[config.mk]
export PLATFORM = sky130hd
export DESIGN_NAME = booth_mult_controller_flat
export DESIGN_NICKNAME = d
export VERILOG_FILES = /design/src/rtl/booth_mult_controller_pkg.sv /design/src/rtl/booth_mult_controller_if.sv /design/src/rtl/booth_iter_counter.sv /design/src/rtl/booth_mult_controller.sv /design/src/flat_wrapper.sv
export SDC_FILE = /design/constraint.sdc
export NUM_CORES = 1
export LEC_CHECK = 0
export CELL_PAD_IN_SITES_DETAIL_PLACEMENT = 1
export CELL_PAD_IN_SITES_GLOBAL_PLACEMENT = 2
export CORE_AREA = 2 2 53 43
export DETAILED_ROUTE_END_ITERATION = 7
export DIE_AREA = 0 0 55 45
export PLACE_DENSITY_LB_ADDON = 0.15
export SETUP_SLACK_MARGIN = 0.3
export SKIP_CTS_REPAIR_TIMING = 1
export SLEW_MARGIN = 20
export SYNTH_ARGS = -nofsm -noshare
export SYNTH_HDL_FRONTEND = slang
export SYNTH_SLANG_ARGS = --single-unit
[constraint.sdc]
create_clock -name clk -period 1.86 [get_ports clk]
set_input_delay 0.558 -clock clk [delete_from_list [all_inputs] [get_ports clk]]
set_output_delay 0.558 -clock clk [all_outputs]
set_load 0.005 [all_outputs]
[src/rtl/booth_mult_controller_pkg.sv]
// ============================================================================
// booth_ctrl_pkg : shared state encoding and default sizing for the Booth
//                  multiplier controller.  Rev 1.0
// ============================================================================
`default_nettype none

package booth_ctrl_pkg;

   localparam int N_DEF  = 10;
   localparam int CW_DEF = 4;

   typedef enum logic [2:0] {
      S_IDLE  = 3'd0,
      S_INIT  = 3'd1,
      S_EXAM  = 3'd2,
      S_SHIFT = 3'd3,
      S_DONE  = 3'd4
   } state_t;

endpackage

`default_nettype wire

[src/rtl/booth_mult_controller_if.sv]
// ============================================================================
// booth_mult_controller_if : handshake and datapath strobe bundle between the
//                            Booth controller and its datapath/top level.  Rev 1.0
// ============================================================================
`default_nettype none

interface booth_mult_controller_if #(
   parameter int CW = 4
) ();

   logic          start;
   logic          q0;
   logic          qm1;
   logic          ready;
   logic          done;
   logic          ld_m;
   logic          ld_q;
   logic          sclr_acc;
   logic          sclr_qm1;
   logic          ld_acc;
   logic          sub;
   logic          shift;
   logic [CW-1:0] iter;

   // master: the controller issuing strobes
   modport master (
      input  start, q0, qm1,
      output ready, done, ld_m, ld_q, sclr_acc, sclr_qm1, ld_acc, sub, shift, iter
   );

   // slave: the datapath/top level consuming strobes
   modport slave (
      output start, q0, qm1,
      input  ready, done, ld_m, ld_q, sclr_acc, sclr_qm1, ld_acc, sub, shift, iter
   );

endinterface

`default_nettype wire

[src/rtl/booth_iter_counter.sv]
// ============================================================================
// booth_iter_counter : iteration counter that saturates at N-1 and flags it.
//                      Rev 1.0
// ============================================================================
`default_nettype none

module booth_iter_counter #(
   parameter int N  = 10,
   parameter int CW = 4
) (
   input  wire logic          clk,
   input  wire logic          clr,
   input  wire logic          sclr,
   input  wire logic          inc,
   output logic      [CW-1:0] count,
   output logic               tc
);

   logic [CW-1:0] count_q;

   assign tc    = (count_q == CW'(N - 1));
   assign count = count_q;

   // holding at the terminal count keeps iter meaningful through DONE
   always_ff @(posedge clk or negedge clr) begin
      if (!clr) begin
         count_q <= '0;
      end else if (sclr) begin
         count_q <= '0;
      end else if (inc && !tc) begin
         count_q <= count_q + 1'b1;
      end
   end

endmodule

`default_nettype wire

[src/rtl/booth_mult_controller.sv]
// ============================================================================
// booth_mult_controller : FSM sequencing the radix-2 Booth multiplier
//                         datapath with a start/ready/done handshake.  Rev 1.0
// ============================================================================
`default_nettype none

module booth_mult_controller
   import booth_ctrl_pkg::*;
#(
   parameter int N  = N_DEF,
   parameter int CW = CW_DEF
) (
   input  wire logic               clk,
   input  wire logic               clr,
   booth_mult_controller_if.master bus
);

   state_t state_q;
   state_t state_d;

   logic w_ready, w_done, w_ld_m, w_ld_q, w_sclr_acc, w_sclr_qm1;
   logic w_ld_acc, w_sub, w_shift;
   logic w_cnt_sclr, w_cnt_inc, w_cnt_tc;

   booth_iter_counter #(
      .N  (N),
      .CW (CW)
   ) u_iter_counter (
      .clk   (clk),
      .clr   (clr),
      .sclr  (w_cnt_sclr),
      .inc   (w_cnt_inc),
      .count (bus.iter),
      .tc    (w_cnt_tc)
   );

   always_ff @(posedge clk or negedge clr) begin
      if (!clr) begin
         state_q <= S_IDLE;
      end else begin
         state_q <= state_d;
      end
   end

   always_comb begin
      state_d    = state_q;
      w_ready    = 1'b0;
      w_done     = 1'b0;
      w_ld_m     = 1'b0;
      w_ld_q     = 1'b0;
      w_sclr_acc = 1'b0;
      w_sclr_qm1 = 1'b0;
      w_ld_acc   = 1'b0;
      w_sub      = 1'b0;
      w_shift    = 1'b0;
      w_cnt_sclr = 1'b0;
      w_cnt_inc  = 1'b0;
      case (state_q)
         S_IDLE: begin
            w_ready = 1'b1;
            if (bus.start) state_d = S_INIT;
         end
         S_INIT: begin
            w_ld_m     = 1'b1;
            w_ld_q     = 1'b1;
            w_sclr_acc = 1'b1;
            w_sclr_qm1 = 1'b1;
            w_cnt_sclr = 1'b1;
            state_d    = S_EXAM;
         end
         S_EXAM: begin
            // 10 -> start of a run of ones (subtract), 01 -> end of run (add)
            case ({bus.q0, bus.qm1})
               2'b10: begin
                  w_ld_acc = 1'b1;
                  w_sub    = 1'b1;
               end
               2'b01: w_ld_acc = 1'b1;
               default: ;
            endcase
            state_d = S_SHIFT;
         end
         S_SHIFT: begin
            w_shift = 1'b1;
            if (w_cnt_tc) begin
               state_d = S_DONE;
            end else begin
               w_cnt_inc = 1'b1;
               state_d   = S_EXAM;
            end
         end
         S_DONE: begin
            w_done  = 1'b1;
            state_d = S_IDLE;
         end
         default: state_d = S_IDLE;
      endcase
   end

   assign bus.ready    = w_ready;
   assign bus.done     = w_done;
   assign bus.ld_m     = w_ld_m;
   assign bus.ld_q     = w_ld_q;
   assign bus.sclr_acc = w_sclr_acc;
   assign bus.sclr_qm1 = w_sclr_qm1;
   assign bus.ld_acc   = w_ld_acc;
   assign bus.sub      = w_sub;
   assign bus.shift    = w_shift;

endmodule

`default_nettype wire

[src/flat_wrapper.sv]
// flat-port wrapper written by rule: the top's interface ports become plain ports
module booth_mult_controller_flat import booth_ctrl_pkg::*;
#(
   parameter int N  = N_DEF,
   parameter int CW = CW_DEF
)
  (clk, clr, bus_start, bus_q0, bus_qm1, bus_ready, bus_done, bus_ld_m, bus_ld_q, bus_sclr_acc, bus_sclr_qm1, bus_ld_acc, bus_sub, bus_shift, bus_iter);
  booth_mult_controller_if #(.CW(CW)) bus_i ();
  input  wire logic clk;
  input  wire logic clr;
  input wire logic [$bits(bus_i.start)-1:0] bus_start;
  input wire logic [$bits(bus_i.q0)-1:0] bus_q0;
  input wire logic [$bits(bus_i.qm1)-1:0] bus_qm1;
  output wire logic [$bits(bus_i.ready)-1:0] bus_ready;
  output wire logic [$bits(bus_i.done)-1:0] bus_done;
  output wire logic [$bits(bus_i.ld_m)-1:0] bus_ld_m;
  output wire logic [$bits(bus_i.ld_q)-1:0] bus_ld_q;
  output wire logic [$bits(bus_i.sclr_acc)-1:0] bus_sclr_acc;
  output wire logic [$bits(bus_i.sclr_qm1)-1:0] bus_sclr_qm1;
  output wire logic [$bits(bus_i.ld_acc)-1:0] bus_ld_acc;
  output wire logic [$bits(bus_i.sub)-1:0] bus_sub;
  output wire logic [$bits(bus_i.shift)-1:0] bus_shift;
  output wire logic [$bits(bus_i.iter)-1:0] bus_iter;
  assign bus_i.start = bus_start;
  assign bus_i.q0 = bus_q0;
  assign bus_i.qm1 = bus_qm1;
  assign bus_ready = bus_i.ready;
  assign bus_done = bus_i.done;
  assign bus_ld_m = bus_i.ld_m;
  assign bus_ld_q = bus_i.ld_q;
  assign bus_sclr_acc = bus_i.sclr_acc;
  assign bus_sclr_qm1 = bus_i.sclr_qm1;
  assign bus_ld_acc = bus_i.ld_acc;
  assign bus_sub = bus_i.sub;
  assign bus_shift = bus_i.shift;
  assign bus_iter = bus_i.iter;
  booth_mult_controller #(.N(N), .CW(CW)) u_core (.clk(clk), .clr(clr), .bus(bus_i));
endmodule
==> results.cfg, run 1 <==
[critical_path]
cp_data_arrival_time_ps = 1160
critPathKind = flip-flop to output pin
cp-startpoint = u_core.state_q[0]$_DFFE_PN0P_
required_ps = 1300
start_kind = flip-flop
r2r_start = u_core.state_q[0]$_DFFE_PN0P_
crit_fanout = 5
critPathCaptureType = output pin

[floorplanning]
coreArea_sq_um = 1930
initial_core_util = 0.229
io_pins = 18
die_h_microns = 45
die-area_sq_um = 2480
die_w_microns = 55
row_count = 14

[cells_and_area]
num-fill-cells = 236
area_delta_synth_final_pct = 73.7
design_area_sq_um = 767
drive_gt1_frac = 0.530
antenna_cells = 0
fin_nets = 92

[sta]
layout_min_cycle_time_ps = 1720
worst_clock_skew_ps = 6.15
slew_violations = 0
tightest_slew_ps = 358
finalSetupTns_ps = 0
finalCritPeriodShare = 0.926
rsz0062_at_grt = yes
hold_violations = 0
fmax_mhz = 580
setup_viol = 0
finalWorstSetupSlack_ps = 137
max_slew_margin = 0.760

[placed_design]
place_worst_setup_slack_ps = -626
io_buffer_count = 17
place_area_sq_um = 653
place_congestion = 0.681
dp_hpwl_microns = 851

[routing]
drtPass1Iterations = 4
wl_per_cell_microns = 11.1
drc = 0
avgViaCountPerCell = 4.45
wl_microns = 1190
drt_iter0_drc = 8
num_vias = 476
ant_nets = 0

[cts]
root_buffer = clkbuf_4
clockBufferDepth = 2
clk-insertion-delay-late_ps = 260
cts_tree = built
clk_pin_slew_ps = 60
clock_sinks = 7
cts_max_level = 1
cts_buffers = 3

[logic_synthesis]
ys_types = 22
yosysWarnings = 0
syn_area_sq_um = 442
ys_ff_latch = 7
synthCells = 50
avgSynthCellArea_sq_um = 8.83
syn-num-nets = 58
yosysSeqAreaShare = 0.397

[global_routing]
grt_pass1_wl_microns = 1820
grt_pass1_vias = 413
grt_max_degree = 9
gr-usage-all-layers = 0.111
grt-ovfl-total = 0
antenna_found_initial = 0

[hold_path]
hold_path.startpoint = u_core.u_iter_counter.count[2]$_DFFE_PN0P_
hold_class = flip-flop to flip-flop

[power_and_ir_drop]
power.density_nw_per_um2 = 1640
p_leak_nw = 0.415
peakVddDrop_uv = 660

[outcome]
status = complete, no violations

[job]
cap_violations = 0
## registers in the layout (all words and copies together) (netlist names)
| signal | count |
|---|---|
| u_core.state_q | 3 |
| u_core.u_iter_counter.count | 4 |
## worst max-delay path: stages (launching register included)
cell and delay (ps):
dfrtp_2 450, buf_4 150, nor2_4 70, and2_4 130
clkbuf_2 100
## layout by cell type, fill, tap and decap left out, drive strengths merged, types with 3 or more instances in the layout
cell type,instances
buf,19
clkbuf,12
dfrtp,7
dlymetal6s2s,4
ha,3
inv,3
nand2,6
nand3,5
nor2,5
o21ai,3
## synth_stat cells
library cell | instances | area, sq um
a211oi_1 | 1 | 7.51
and2_1 | 1 | 6.26
and3_1 | 1 | 6.26
and4b_1 | 1 | 10.0
buf_4 | 3 | 22.5
clkbuf_1 | 1 | 3.75
dfrtp_1 | 7 | 175
ha_1 | 3 | 37.5
inv_1 | 3 | 11.3
nand2_1 | 6 | 22.5
nand2b_4 | 1 | 13.8
nand3_1 | 5 | 25.0
nand3b_1 | 1 | 7.51
nand4b_1 | 1 | 8.76
nor2_1 | 5 | 18.8
nor2b_1 | 2 | 12.5
nor3_1 | 1 | 5.00
o211ai_1 | 1 | 7.51
o21a_1 | 1 | 7.51
o21ai_0 | 3 | 15.0
o31ai_1 | 1 | 7.51
or4b_1 | 1 | 10.0
## routing by layer
layer | up-vias | track usage | wire (microns)
met1 | 222 | 0.157 | 580
li1 | 236 | - | -
met4 | 0 | 0.0585 | 23
met3 | 4 | 0.0497 | 83
met5 | - | 0 | 0
met2 | 14 | 0.138 | 498
## power by group
group	switching, mW	internal (mW)
clock	0.0669	0.0826
sequential	0.0873	0.227
combinational	0.331	0.462
total	0.485	0.771
## cell families after synthesis
kind of cell	after synthesis	synth area share
fa+ha+maj	3	0.0850
simple gates	26	0.331
buf+inv	7	0.0850
compound gates	7	0.102
flops	7	0.397
## layout make-up
type | instances | area [sq um] | share of cell area
multi-input combinational | 36 | 269 | 0.351
tap | 24 | 30.0 | 0.0392
timing repair buffer | 33 | 249 | 0.325
clock buffer | 4 | 26.3 | 0.0343
sequential | 7 | 181 | 0.237
inverter | 3 | 11.3 | 0.0147
## metrics by stage
step | power, mW | cells | util | hold WS, ps
6_report | 1.26 | 107 | 0.398 | 508
3_3_place_gp | 0.920 | 92 | 0.339 | 539
3_5_place_dp | 0.929 | 92 | 0.339 | 546
4_1_cts | 1.09 | 96 | 0.353 | 555
2_1_floorplan | 0.608 | 50 | - | 262
5_1_grt | 1.37 | 107 | 0.398 | 521
## final timing paths
| check | end | slack [ps] | cells past startpoint |
|---|---|---|---|
| min in group asynchronous | u_core.u_iter_counter.count[2]$_DFFE_PN0P_ | 570 | 1 |
| hold reg to reg | u_core.u_iter_counter.count[2]$_DFFE_PN0P_ | 510 | 1 |
| setup / recovery | bus_done | 140 | 4 |
| max in group asynchronous | u_core.state_q[2]$_DFFE_PN0P_ | 1000 | 1 |
| hold / removal | u_core.u_iter_counter.count[2]$_DFFE_PN0P_ | 510 | 1 |
| setup reg to reg | u_core.u_iter_counter.count[3]$_DFFE_PN0P_ | 440 | 5 |
No activity file was read; power rests on OpenSTA's default activity.
==> inputs of run 2 (changes only) <==
--- a/config.mk
+++ b/config.mk
@@ -17,3 +17,4 @@
 export SYNTH_ARGS = -nofsm -noshare
 export SYNTH_HDL_FRONTEND = slang
 export SYNTH_SLANG_ARGS = --single-unit
+export TNS_END_PERCENT = 30
==> run 2 against run 1 <==
Sequential cell count stayed put. First-iteration DRC count unchanged. Total power grew 2.5%. Critical path type unchanged. Critical endpoint unchanged.
==> results.cfg, run 2 (same netlist as run 1, synthesis figures left out) <==
[outcome]
status = complete, no violations

[sta]
hold_violations = 0
slew_violations = 0
rsz0062_at_grt = yes
max_slew_margin = 0.757
worst_clock_skew_ps = 7.58
finalWorstSetupSlack_ps = 103
setup_viol = 0
finalCritPeriodShare = 0.945
whs_ps = 513
layout_min_cycle_time_ps = 1760
fmax_mhz = 569
tightest_slew_ps = 363

[critical_path]
cp-startpoint = u_core.state_q[0]$_DFFE_PN0P_
r2r_end = u_core.u_iter_counter.count[3]$_DFFE_PN0P_
endpoint = bus_done
critPathCaptureType = output pin
critPathKind = flip-flop to output pin
r2r_start = u_core.state_q[0]$_DFFE_PN0P_
required_ps = 1300
crit_fanout = 5
start_kind = flip-flop
cp_data_arrival_time_ps = 1200
reg2reg_depth = 5
worst-r2r-setup-slack_ps = 430

[cts]
clk_pin_slew_ps = 60
root_buffer = clkbuf_4
clockBufferDepth = 2
cts_buffers = 3
clk-insertion-delay-late_ps = 260
clock_sinks = 7
cts_max_level = 1
cts_tree = built

[routing]
ant_nets = 0
avgViaCountPerCell = 4.50
wl_microns = 1240
drt_iter0_drc = 8
wl_per_cell_microns = 11.6
drc = 0
drtPass1Iterations = 4
num_vias = 482

[global_routing]
grt_pass1_vias = 413
grt_max_degree = 9
antenna_found_initial = 0
gr-usage-all-layers = 0.111
grt_pass1_wl_microns = 1820
grt-ovfl-total = 0

[cells_and_area]
area_delta_synth_final_pct = 77.6
drive_gt1_frac = 0.470
antenna_cells = 0
final_common_cell = buf_4
fin_nets = 92
fin_cells = 107
largest_reg_flops = 4
final_core_util = 0.407
layout_common_cells = buf_4 (15), clkdlybuf4s50_1 (6)

[placed_design]
post-place-cells = 92
dp_hpwl_microns = 851
io_buffer_count = 17
place_worst_setup_slack_ps = -626
place_congestion = 0.681

[floorplanning]
row_count = 14
die_w_microns = 55
initial_core_util = 0.229
die_h_microns = 45
die-area_sq_um = 2480
coreArea_sq_um = 1930
io_pins = 18

[job]
cap_violations = 0

[power_and_ir_drop]
finalPower_mw = 1.29
p_leak_nw = 0.432
power.density_nw_per_um2 = 1640
peakVddDrop_uv = 664

[hold_path]
hold_class = flip-flop to flip-flop
==> run 2: cell types whose count changed in the layout (fill, tap and decap cells not counted), sizes merged <==
cell,before,now
clkdlybuf4s50,2,6
buf,19,18
clkbuf,12,9
==> run 2: cell type report <==
type / count / area [sq um]
Fill cell: 235 / 1140
Clock buffer: 4 / 26.3
Timing Repair Buffer: 33 / 269
Tap cell: 24 / 30.0
Multi-Input combinational cell: 36 / 267
Sequential cell: 7 / 181
Inverter: 3 / 11.3
==> run 2: how the worst min path moves through the flow <==
stage / from / slack [ps] / endpoint / depth (start not counted)
6_report: u_core.u_iter_counter.count[2]$_DFFE_PN0P_ / 510 / u_core.u_iter_counter.count[2]$_DFFE_PN0P_ / 1
5_1_grt: u_core.u_iter_counter.count[2]$_DFFE_PN0P_ / 530 / u_core.u_iter_counter.count[2]$_DFFE_PN0P_ / 1
4_1_cts: u_core.u_iter_counter.count[2]$_DFFE_PN0P_ / 560 / u_core.u_iter_counter.count[2]$_DFFE_PN0P_ / 1
3_5_place_dp: u_core.u_iter_counter.count[2]$_DFFE_PN0P_ / 550 / u_core.u_iter_counter.count[2]$_DFFE_PN0P_ / 1
3_3_place_gp: u_core.u_iter_counter.count[2]$_DFFE_PN0P_ / 540 / u_core.u_iter_counter.count[2]$_DFFE_PN0P_ / 1
2_1_floorplan: clr / 260 / u_core.state_q[0]$_DFFE_PN0P_ / 0
==> run 2: through the flow <==
step	cell area (sq um)	setup TNS [ps]
after floorplan	442	0
after global placement	653	-1140
after detailed placement	653	-1180
after CTS	679	-3080
after global routing	785	0
final	785	0
==> run 2: power by group <==
group / internal [mW] / switching [mW] / total [mW]
logic: 0.489 / 0.332 / 0.821
clock network: 0.0827 / 0.0678 / 0.150
registers: 0.227 / 0.0884 / 0.315
total: 0.798 / 0.488 / 1.29
==> run 2: critical path, cell delays in order (launching register included) <==
cell,delay (ps)
dfrtp_2,450
buf_4,150
nor2_4,80
and2_1,140
clkbuf_2,110
==> run 2: metal layers <==
| metal | share of wire | wire length (microns) | track usage | vias to the layer above |
|---|---|---|---|---|
| met2 | 0.45 | 560 | 0.138 | 14 |
| met5 | 0 | 0 | 0 | - |
| met4 | 0.019 | 23 | 0.0585 | 0 |
| met1 | 0.47 | 578 | 0.157 | 228 |
| met3 | 0.062 | 77 | 0.0497 | 4 |
| li1 | - | - | - | 236 |
